==> config.mk <==
export PLATFORM = sky130hd
export DESIGN_NAME = pc_redirect_unit_flat
export DESIGN_NICKNAME = d
export VERILOG_FILES = /design/src/rtl/pc_pkg.sv /design/src/rtl/pc_redirect_unit_if.sv /design/src/rtl/branch_target_gen.sv /design/src/rtl/pc_redirect_unit.sv /design/src/flat_wrapper.sv
export SDC_FILE = /design/constraint.sdc
export NUM_CORES = 1
export LEC_CHECK = 0
export CORE_MARGIN = 2
export CORE_UTILIZATION = 50
export CTS_CLUSTER_DIAMETER = 100
export DETAILED_ROUTE_END_ITERATION = 8
export GPL_TIMING_DRIVEN = 1
export PLACE_DENSITY_LB_ADDON = 0.12
export SKIP_CTS_REPAIR_TIMING = 1
export SLEW_MARGIN = 20
export SYNTH_ARGS = -nofsm -noshare
export SYNTH_HDL_FRONTEND = slang
export SYNTH_SLANG_ARGS = --single-unit
==> constraint.sdc <==
create_clock -name clk -period 5.3 [get_ports clk]
set_input_delay 0.795 -clock clk [delete_from_list [all_inputs] [get_ports clk]]
set_output_delay 0.795 -clock clk [all_outputs]
set_load 0.01 [all_outputs]
==> src/rtl/pc_pkg.sv <==
// Shared encodings and defaults for the PC / next-PC unit.
package pc_pkg;

  localparam logic [1:0] BR_BEQ  = 2'b00;
  localparam logic [1:0] BR_BNE  = 2'b01;
  localparam logic [1:0] BR_BLEZ = 2'b10;
  localparam logic [1:0] BR_BGTZ = 2'b11;

  localparam int unsigned DEF_INSTR_BYTES = 4;
  localparam logic [31:0] DEF_RESET_PC    = 32'h0000_0000;

  typedef enum logic {StIdle, StPending} pend_state_e;

  function automatic logic branch_cond(input logic [1:0] br_type, input logic zero_flag,
                                       input logic neg_flag);
    logic c;
    unique case (br_type)
      BR_BEQ:  c = zero_flag;
      BR_BNE:  c = !zero_flag;
      BR_BLEZ: c = zero_flag | neg_flag;
      default: c = !zero_flag & !neg_flag;
    endcase
    return c;
  endfunction

endpackage

==> src/rtl/pc_redirect_unit_if.sv <==
// Request/response bundle between control/ALU flags and the PC unit.
interface pc_redirect_unit_if #(
  parameter int unsigned PC_W    = 32,
  parameter int unsigned IMM_W   = 16,
  parameter int unsigned JADDR_W = 26,
  parameter int unsigned CNT_W   = 16
);
  logic               stall;
  logic               branch_en;
  logic [1:0]         branch_type;
  logic               zero_flag;
  logic               neg_flag;
  logic [IMM_W-1:0]   imm;
  logic               jump_en;
  logic [JADDR_W-1:0] jump_addr;
  logic               jr_en;
  logic [PC_W-1:0]    jr_addr;
  logic [PC_W-1:0]    pc;
  logic [PC_W-1:0]    pc_plus;
  logic [PC_W-1:0]    imm_ext;
  logic               taken;
  logic               flush;
  logic [CNT_W-1:0]   redirect_cnt;

  modport master (
    output stall, branch_en, branch_type, zero_flag, neg_flag, imm,
           jump_en, jump_addr, jr_en, jr_addr,
    input  pc, pc_plus, imm_ext, taken, flush, redirect_cnt
  );

  modport slave (
    input  stall, branch_en, branch_type, zero_flag, neg_flag, imm,
           jump_en, jump_addr, jr_en, jr_addr,
    output pc, pc_plus, imm_ext, taken, flush, redirect_cnt
  );
endinterface

==> src/rtl/branch_target_gen.sv <==
// Branch offset sign extension, target adder and condition evaluation.
module branch_target_gen
  import pc_pkg::*;
#(
  parameter int unsigned PC_W         = 32,
  parameter int unsigned IMM_W        = 16,
  parameter int unsigned OFFSET_SHIFT = 2
) (
  input  logic [PC_W-1:0]  pc_plus,
  input  logic [IMM_W-1:0] imm,
  input  logic [1:0]       branch_type,
  input  logic             zero_flag,
  input  logic             neg_flag,
  output logic [PC_W-1:0]  imm_ext,
  output logic [PC_W-1:0]  br_target,
  output logic             cond
);

  assign imm_ext   = {{(PC_W-IMM_W){imm[IMM_W-1]}}, imm};
  // Adder wraps modulo 2^PC_W by construction.
  assign br_target = pc_plus + (imm_ext << OFFSET_SHIFT);
  assign cond      = branch_cond(branch_type, zero_flag, neg_flag);

endmodule

==> src/rtl/pc_redirect_unit.sv <==
// Program counter with prioritised redirect, stall-time redirect buffering and flush pulse.
module pc_redirect_unit
  import pc_pkg::*;
#(
  parameter int unsigned     PC_W         = 32,
  parameter int unsigned     IMM_W        = 16,
  parameter int unsigned     JADDR_W      = 26,
  parameter int unsigned     OFFSET_SHIFT = 2,
  parameter int unsigned     INSTR_BYTES  = DEF_INSTR_BYTES,
  parameter logic [PC_W-1:0] RESET_PC     = PC_W'(DEF_RESET_PC),
  parameter int unsigned     CNT_W        = 16
) (
  input logic               clk,
  input logic               rst,
  pc_redirect_unit_if.slave bus
);

  logic [PC_W-1:0]  pc_q, pend_target_q;
  logic [PC_W-1:0]  pc_plus, imm_ext, br_target, j_target, req_target;
  pend_state_e      state_q;
  logic             flush_q;
  logic [CNT_W-1:0] cnt_q;
  logic             cond, taken;

  assign pc_plus = pc_q + PC_W'(INSTR_BYTES);

  branch_target_gen #(
    .PC_W         (PC_W),
    .IMM_W        (IMM_W),
    .OFFSET_SHIFT (OFFSET_SHIFT)
  ) u_branch_target_gen (
    .pc_plus     (pc_plus),
    .imm         (bus.imm),
    .branch_type (bus.branch_type),
    .zero_flag   (bus.zero_flag),
    .neg_flag    (bus.neg_flag),
    .imm_ext     (imm_ext),
    .br_target   (br_target),
    .cond        (cond)
  );

  assign j_target = {pc_plus[PC_W-1:JADDR_W+2], bus.jump_addr, 2'b00};
  assign taken    = bus.jr_en | bus.jump_en | (bus.branch_en & cond);

  always_comb begin
    req_target = br_target;
    if (bus.jr_en) begin
      req_target = bus.jr_addr;
    end else if (bus.jump_en) begin
      req_target = j_target;
    end
  end

  always_ff @(posedge clk or posedge rst) begin
    if (rst) begin
      pc_q          <= RESET_PC;
      pend_target_q <= '0;
      state_q       <= StIdle;
      flush_q       <= 1'b0;
      cnt_q         <= '0;
    end else if (!bus.stall) begin
      if (state_q == StPending || taken) begin
        // A buffered redirect wins: the request seen now is on the wrong path.
        pc_q    <= (state_q == StPending) ? pend_target_q : req_target;
        state_q <= StIdle;
        flush_q <= 1'b1;
        if (cnt_q != {CNT_W{1'b1}}) begin
          cnt_q <= cnt_q + CNT_W'(1);
        end
      end else begin
        pc_q    <= pc_plus;
        flush_q <= 1'b0;
      end
    end else begin
      flush_q <= 1'b0;
      if (taken) begin
        pend_target_q <= req_target;
        state_q       <= StPending;
      end
    end
  end

  assign bus.pc           = pc_q;
  assign bus.pc_plus      = pc_plus;
  assign bus.imm_ext      = imm_ext;
  assign bus.taken        = taken;
  assign bus.flush        = flush_q;
  assign bus.redirect_cnt = cnt_q;

endmodule

==> src/flat_wrapper.sv <==
// flat-port wrapper written by rule: the top's interface ports become plain ports
module pc_redirect_unit_flat import pc_pkg::*;
#(
  parameter int unsigned     PC_W         = 32,
  parameter int unsigned     IMM_W        = 16,
  parameter int unsigned     JADDR_W      = 26,
  parameter int unsigned     OFFSET_SHIFT = 2,
  parameter int unsigned     INSTR_BYTES  = DEF_INSTR_BYTES,
  parameter logic [PC_W-1:0] RESET_PC     = PC_W'(DEF_RESET_PC),
  parameter int unsigned     CNT_W        = 16
)
  (clk, rst, bus_stall, bus_branch_en, bus_branch_type, bus_zero_flag, bus_neg_flag, bus_imm, bus_jump_en, bus_jump_addr, bus_jr_en, bus_jr_addr, bus_pc, bus_pc_plus, bus_imm_ext, bus_taken, bus_flush, bus_redirect_cnt);
  pc_redirect_unit_if #(.PC_W(PC_W), .IMM_W(IMM_W), .JADDR_W(JADDR_W), .CNT_W(CNT_W)) bus_i ();
  input logic clk;
  input logic rst;
  input wire logic [$bits(bus_i.stall)-1:0] bus_stall;
  input wire logic [$bits(bus_i.branch_en)-1:0] bus_branch_en;
  input wire logic [$bits(bus_i.branch_type)-1:0] bus_branch_type;
  input wire logic [$bits(bus_i.zero_flag)-1:0] bus_zero_flag;
  input wire logic [$bits(bus_i.neg_flag)-1:0] bus_neg_flag;
  input wire logic [$bits(bus_i.imm)-1:0] bus_imm;
  input wire logic [$bits(bus_i.jump_en)-1:0] bus_jump_en;
  input wire logic [$bits(bus_i.jump_addr)-1:0] bus_jump_addr;
  input wire logic [$bits(bus_i.jr_en)-1:0] bus_jr_en;
  input wire logic [$bits(bus_i.jr_addr)-1:0] bus_jr_addr;
  output wire logic [$bits(bus_i.pc)-1:0] bus_pc;
  output wire logic [$bits(bus_i.pc_plus)-1:0] bus_pc_plus;
  output wire logic [$bits(bus_i.imm_ext)-1:0] bus_imm_ext;
  output wire logic [$bits(bus_i.taken)-1:0] bus_taken;
  output wire logic [$bits(bus_i.flush)-1:0] bus_flush;
  output wire logic [$bits(bus_i.redirect_cnt)-1:0] bus_redirect_cnt;
  assign bus_i.stall = bus_stall;
  assign bus_i.branch_en = bus_branch_en;
  assign bus_i.branch_type = bus_branch_type;
  assign bus_i.zero_flag = bus_zero_flag;
  assign bus_i.neg_flag = bus_neg_flag;
  assign bus_i.imm = bus_imm;
  assign bus_i.jump_en = bus_jump_en;
  assign bus_i.jump_addr = bus_jump_addr;
  assign bus_i.jr_en = bus_jr_en;
  assign bus_i.jr_addr = bus_jr_addr;
  assign bus_pc = bus_i.pc;
  assign bus_pc_plus = bus_i.pc_plus;
  assign bus_imm_ext = bus_i.imm_ext;
  assign bus_taken = bus_i.taken;
  assign bus_flush = bus_i.flush;
  assign bus_redirect_cnt = bus_i.redirect_cnt;
  pc_redirect_unit #(.PC_W(PC_W), .IMM_W(IMM_W), .JADDR_W(JADDR_W), .OFFSET_SHIFT(OFFSET_SHIFT), .INSTR_BYTES(INSTR_BYTES), .RESET_PC(RESET_PC), .CNT_W(CNT_W)) u_core (.clk(clk), .rst(rst), .bus(bus_i));
endmodule
==> impl_metrics.ini <==
[run_status]
status = completed

[drt]
drc_errors_left = 0
route.detailed.vias_per_inst = 6.10
wirelength_um = 24300
detailedRoute.firstPassIterationCount = 7
via_count = 7478
antenna_left = 0
drt_iter0_markers = 798
route.detailed.wl_per_inst_um = 19.9

[critical_path]
worstPathArrival_ns = 4.81
worst_r2r_startpoint = u_core.bus.pc[2]
setup_crit_end_kind = flip-flop
critPathLaunchType = flip-flop
rr_endpoint = u_core.pend_target_q[27]
path_max_fanout = 9
ff2ff_setup_slack_ns = 0.75
rr_worst_depth = 15
setup.worst_path.class = reg2reg
worst_ep_required_time_ns = 5.56

[synthesis]
synthesis.instances = 898
async_reset_ff_frac = 1.00
syn_avg_cell_area_um2 = 8.05
most_frequently_used_flop_master_after_synthesis = sky130_fd_sc_hd__dfrtp_1
yosysSeqAreaShare = 0.284
number_of_enable_type_register_cells_in_the_synthesized_netlist = 0
syn-num-nets = 1021
synth.cell_area_um2 = 7230
synth.distinct_cells = 82
synth.ff_latch_count = 82
yosysWarningCount = 0

[hold_path]
min_delay_path_depth = 2
hold_start = u_core.pend_target_q[27]
whs_endpoint = u_core.pend_target_q[27]
hold_path.class = reg2reg

[grt]
initial_antenna_violation_count = 0
met2_usage = 0.476
grt-ovfl-total = 0
grt_util_met1 = 0.456
grt_pass1_vias = 6881
grt_busiest_layer = met2
met3_usage = 0.0498
gr-usage-all-layers = 0.309
grt_pass1_wl_um = 38500
grt_max_degree = 48

[pwr]
power_density_nw_per_um2 = 330
static-leakage-power_nw = 3.94
irDropWorstVdd_uv = 212
power.total_mw = 3.08

[clock_tree]
cts_tree = built
insertion_delay_ns = 0.36
clock_tree.htree_level_count = 3
numCtsBuffers = 9
cts.clk_slew.worst_paths_ns = 0.08
clockBufferDepth = 2
clock_sinks = 82
cts.root.buffer_cell = sky130_fd_sc_hd__clkbuf_16

[floorplan]
floorplan.rows = 43
die_w_um = 124
placeableCoreArea_um2 = 14000
floorplan_die_height_um = 124
boundary_pin_count = 198
initial_utilization = 0.517
floorplan.die_area_um2 = 15400

[timing]
setup_violations = 0
timing.final.crit_period_ns = 4.55
worst_pin_slew_ns = 1.02
setup-tns-final_ns = 0
period_share = 0.858
setup_repair_after_global_routing_missed_its_margin = no
final_hold_fails = 0
slew-limit-headroom = 0.323
timing_max_transition_violations_final = 0
maxClockFrequency_mhz = 220
clk_skew_ns = 0.0113

[final_layout]
antennaDiodeCount = 0
drive_gt1_frac = 0.0593
syn2layout_area_growth_pct = 29.3
most_frequent_standard_cell_in_the_layout_excluding_fill_and_tap_cells = sky130_fd_sc_hd__clkdlybuf4s50_1
num-nets-final = 1164
n_fill_cell = 1209
commonest_cells_after_routing_fill_and_taps_aside = sky130_fd_sc_hd__clkdlybuf4s50_1, sky130_fd_sc_hd__nand2_1, sky130_fd_sc_hd__dfrtp_1, sky130_fd_sc_hd__a21oi_1, sky130_fd_sc_hd__o21ai_0

[place]
numPortBuffers = 197
routabilityCongestion = 0.989
dp.final_hpwl_um = 18100

[job]
cap_violations = 0
-- worst max-delay path, cell delays in order, from the launching register on --
cell and delay [ns]:
sky130_fd_sc_hd__dfrtp_1 0.50, sky130_fd_sc_hd__ha_1 0.30, sky130_fd_sc_hd__nand4_2 0.16, sky130_fd_sc_hd__or4_4 0.58, sky130_fd_sc_hd__nor2_1 0.17, sky130_fd_sc_hd__nand4_1 0.13
sky130_fd_sc_hd__xnor2_1 0.29, sky130_fd_sc_hd__ha_1 0.37, sky130_fd_sc_hd__a2111oi_0 0.41, sky130_fd_sc_hd__o221ai_1 0.24, sky130_fd_sc_hd__a31oi_1 0.23, sky130_fd_sc_hd__o21ai_0 0.11
sky130_fd_sc_hd__or2_1 0.34, sky130_fd_sc_hd__nor4b_2 0.27, sky130_fd_sc_hd__a2111oi_0 0.11, sky130_fd_sc_hd__o31ai_1 0.26
-- synth_stat cells, types with 3 or more instances --
| library cell | instances | area share |
|---|---|---|
| sky130_fd_sc_hd__o21ai_0 | 72 | 0.050 |
| sky130_fd_sc_hd__mux2i_1 | 16 | 0.022 |
| sky130_fd_sc_hd__o211ai_1 | 12 | 0.012 |
| sky130_fd_sc_hd__o221ai_1 | 5 | 0.0061 |
| sky130_fd_sc_hd__and3_1 | 17 | 0.015 |
| sky130_fd_sc_hd__a22oi_1 | 11 | 0.011 |
| sky130_fd_sc_hd__o21bai_1 | 4 | 0.0042 |
| sky130_fd_sc_hd__nor2b_1 | 8 | 0.0069 |
| sky130_fd_sc_hd__dfrtp_1 | 82 | 0.28 |
| sky130_fd_sc_hd__xor2_1 | 26 | 0.031 |
| sky130_fd_sc_hd__inv_1 | 18 | 0.0093 |
| sky130_fd_sc_hd__buf_4 | 34 | 0.035 |
| sky130_fd_sc_hd__nand3_1 | 33 | 0.023 |
| sky130_fd_sc_hd__o22ai_1 | 9 | 0.0078 |
| sky130_fd_sc_hd__o211a_1 | 3 | 0.0042 |
| sky130_fd_sc_hd__clkbuf_8 | 4 | 0.0076 |
| sky130_fd_sc_hd__a31oi_1 | 6 | 0.0052 |
| sky130_fd_sc_hd__buf_6 | 3 | 0.0047 |
| sky130_fd_sc_hd__nand4_1 | 10 | 0.0086 |
| sky130_fd_sc_hd__a21o_1 | 14 | 0.015 |
| sky130_fd_sc_hd__a211oi_1 | 5 | 0.0052 |
| sky130_fd_sc_hd__buf_2 | 7 | 0.0048 |
| sky130_fd_sc_hd__a31o_2 | 3 | 0.0036 |
| sky130_fd_sc_hd__o311ai_0 | 3 | 0.0036 |
| sky130_fd_sc_hd__nor2_1 | 69 | 0.036 |
| sky130_fd_sc_hd__clkbuf_1 | 25 | 0.013 |
| sky130_fd_sc_hd__mux2_2 | 8 | 0.012 |
| sky130_fd_sc_hd__and2_1 | 6 | 0.0052 |
| sky130_fd_sc_hd__ha_1 | 38 | 0.066 |
| sky130_fd_sc_hd__buf_1 | 4 | 0.0021 |
| sky130_fd_sc_hd__nor3_1 | 16 | 0.011 |
| sky130_fd_sc_hd__o21a_1 | 7 | 0.0073 |
| sky130_fd_sc_hd__nand2b_1 | 7 | 0.0061 |
| sky130_fd_sc_hd__a2111oi_0 | 6 | 0.0073 |
| sky130_fd_sc_hd__o31ai_1 | 9 | 0.0093 |
| sky130_fd_sc_hd__xnor2_1 | 35 | 0.042 |
| sky130_fd_sc_hd__a221o_1 | 6 | 0.0083 |
| sky130_fd_sc_hd__and4_1 | 7 | 0.0085 |
| sky130_fd_sc_hd__nand2_1 | 118 | 0.061 |
| sky130_fd_sc_hd__a21oi_1 | 77 | 0.053 |
-- power breakdown --
group | switching (mW) | internal, mW
registers | 0.156 | 0.745
logic | 0.799 | 0.690
clock network | 0.306 | 0.388
-- cell families after synthesis --
| group | count (synthesis) | share of synthesized area |
|---|---|---|
| compound gates | 279 | 0.249 |
| xor+xnor | 61 | 0.0739 |
| fa+ha+maj | 39 | 0.0685 |
| buf+inv | 100 | 0.0804 |
| flops | 82 | 0.284 |
| mux | 24 | 0.0346 |
| simple gates | 313 | 0.210 |
-- registers in the layout, summed over array words and instances (netlist names) --
| signal | count |
|---|---|
| u_core.bus.flush | 1 |
| u_core.bus.pc | 32 |
| u_core.bus.redirect_cnt | 16 |
| u_core.pend_target_q | 32 |
| u_core.state_q | 1 |
-- how the worst max path moves through the flow --
| stage | depth (start not counted) | to | slack, ns | startpoint |
|---|---|---|---|---|
| after global placement | 14 | u_core.pend_target_q[27] | 0.95 | u_core.bus.pc[2] |
| final | 15 | u_core.pend_target_q[27] | 0.75 | u_core.bus.pc[2] |
| after CTS | 15 | u_core.pend_target_q[27] | 0.72 | u_core.bus.pc[2] |
| after global routing | 15 | u_core.pend_target_q[27] | 0.34 | u_core.bus.pc[2] |
| after floorplan | 16 | u_core.pend_target_q[27] | 1.13 | u_core.bus.pc[2] |
| after detailed placement | 15 | u_core.pend_target_q[27] | 0.74 | u_core.bus.pc[2] |
-- layout make-up --
cell class                 instances  area (um2)  area share
clock buffer                      10         239      0.0256
tap                              180         225      0.0241
multi-input combinational        716        4600       0.492
clock inverter                     6        80.1     0.00857
timing repair buffer             212        2070       0.222
sequential                        82        2050       0.219
inverter                          20        76.3     0.00816
-- layer usage --
layer,wire length (um),vias up,part of all wire
met2,10900,373,0.45
met5,0,-,0
met3,1950,37,0.080
met4,427,0,0.018
met1,11100,3530,0.46
li1,-,3538,-
-- metrics by stage --
stage          utilization  setup WS, ns  hold slack (ns)  instance area [um2]  std cells
2_1_floorplan            -          1.13            0.449                 7230        898
3_3_place_gp         0.646         0.953            0.461                 9030       1210
3_5_place_dp         0.646         0.740            0.466                 9030       1210
4_1_cts              0.668         0.725            0.483                 9350       1226
5_1_grt              0.668         0.337            0.504                 9350       1226
6_report             0.668         0.752            0.481                 9350       1226
Note: power is estimated with default switching activity, not from simulation.
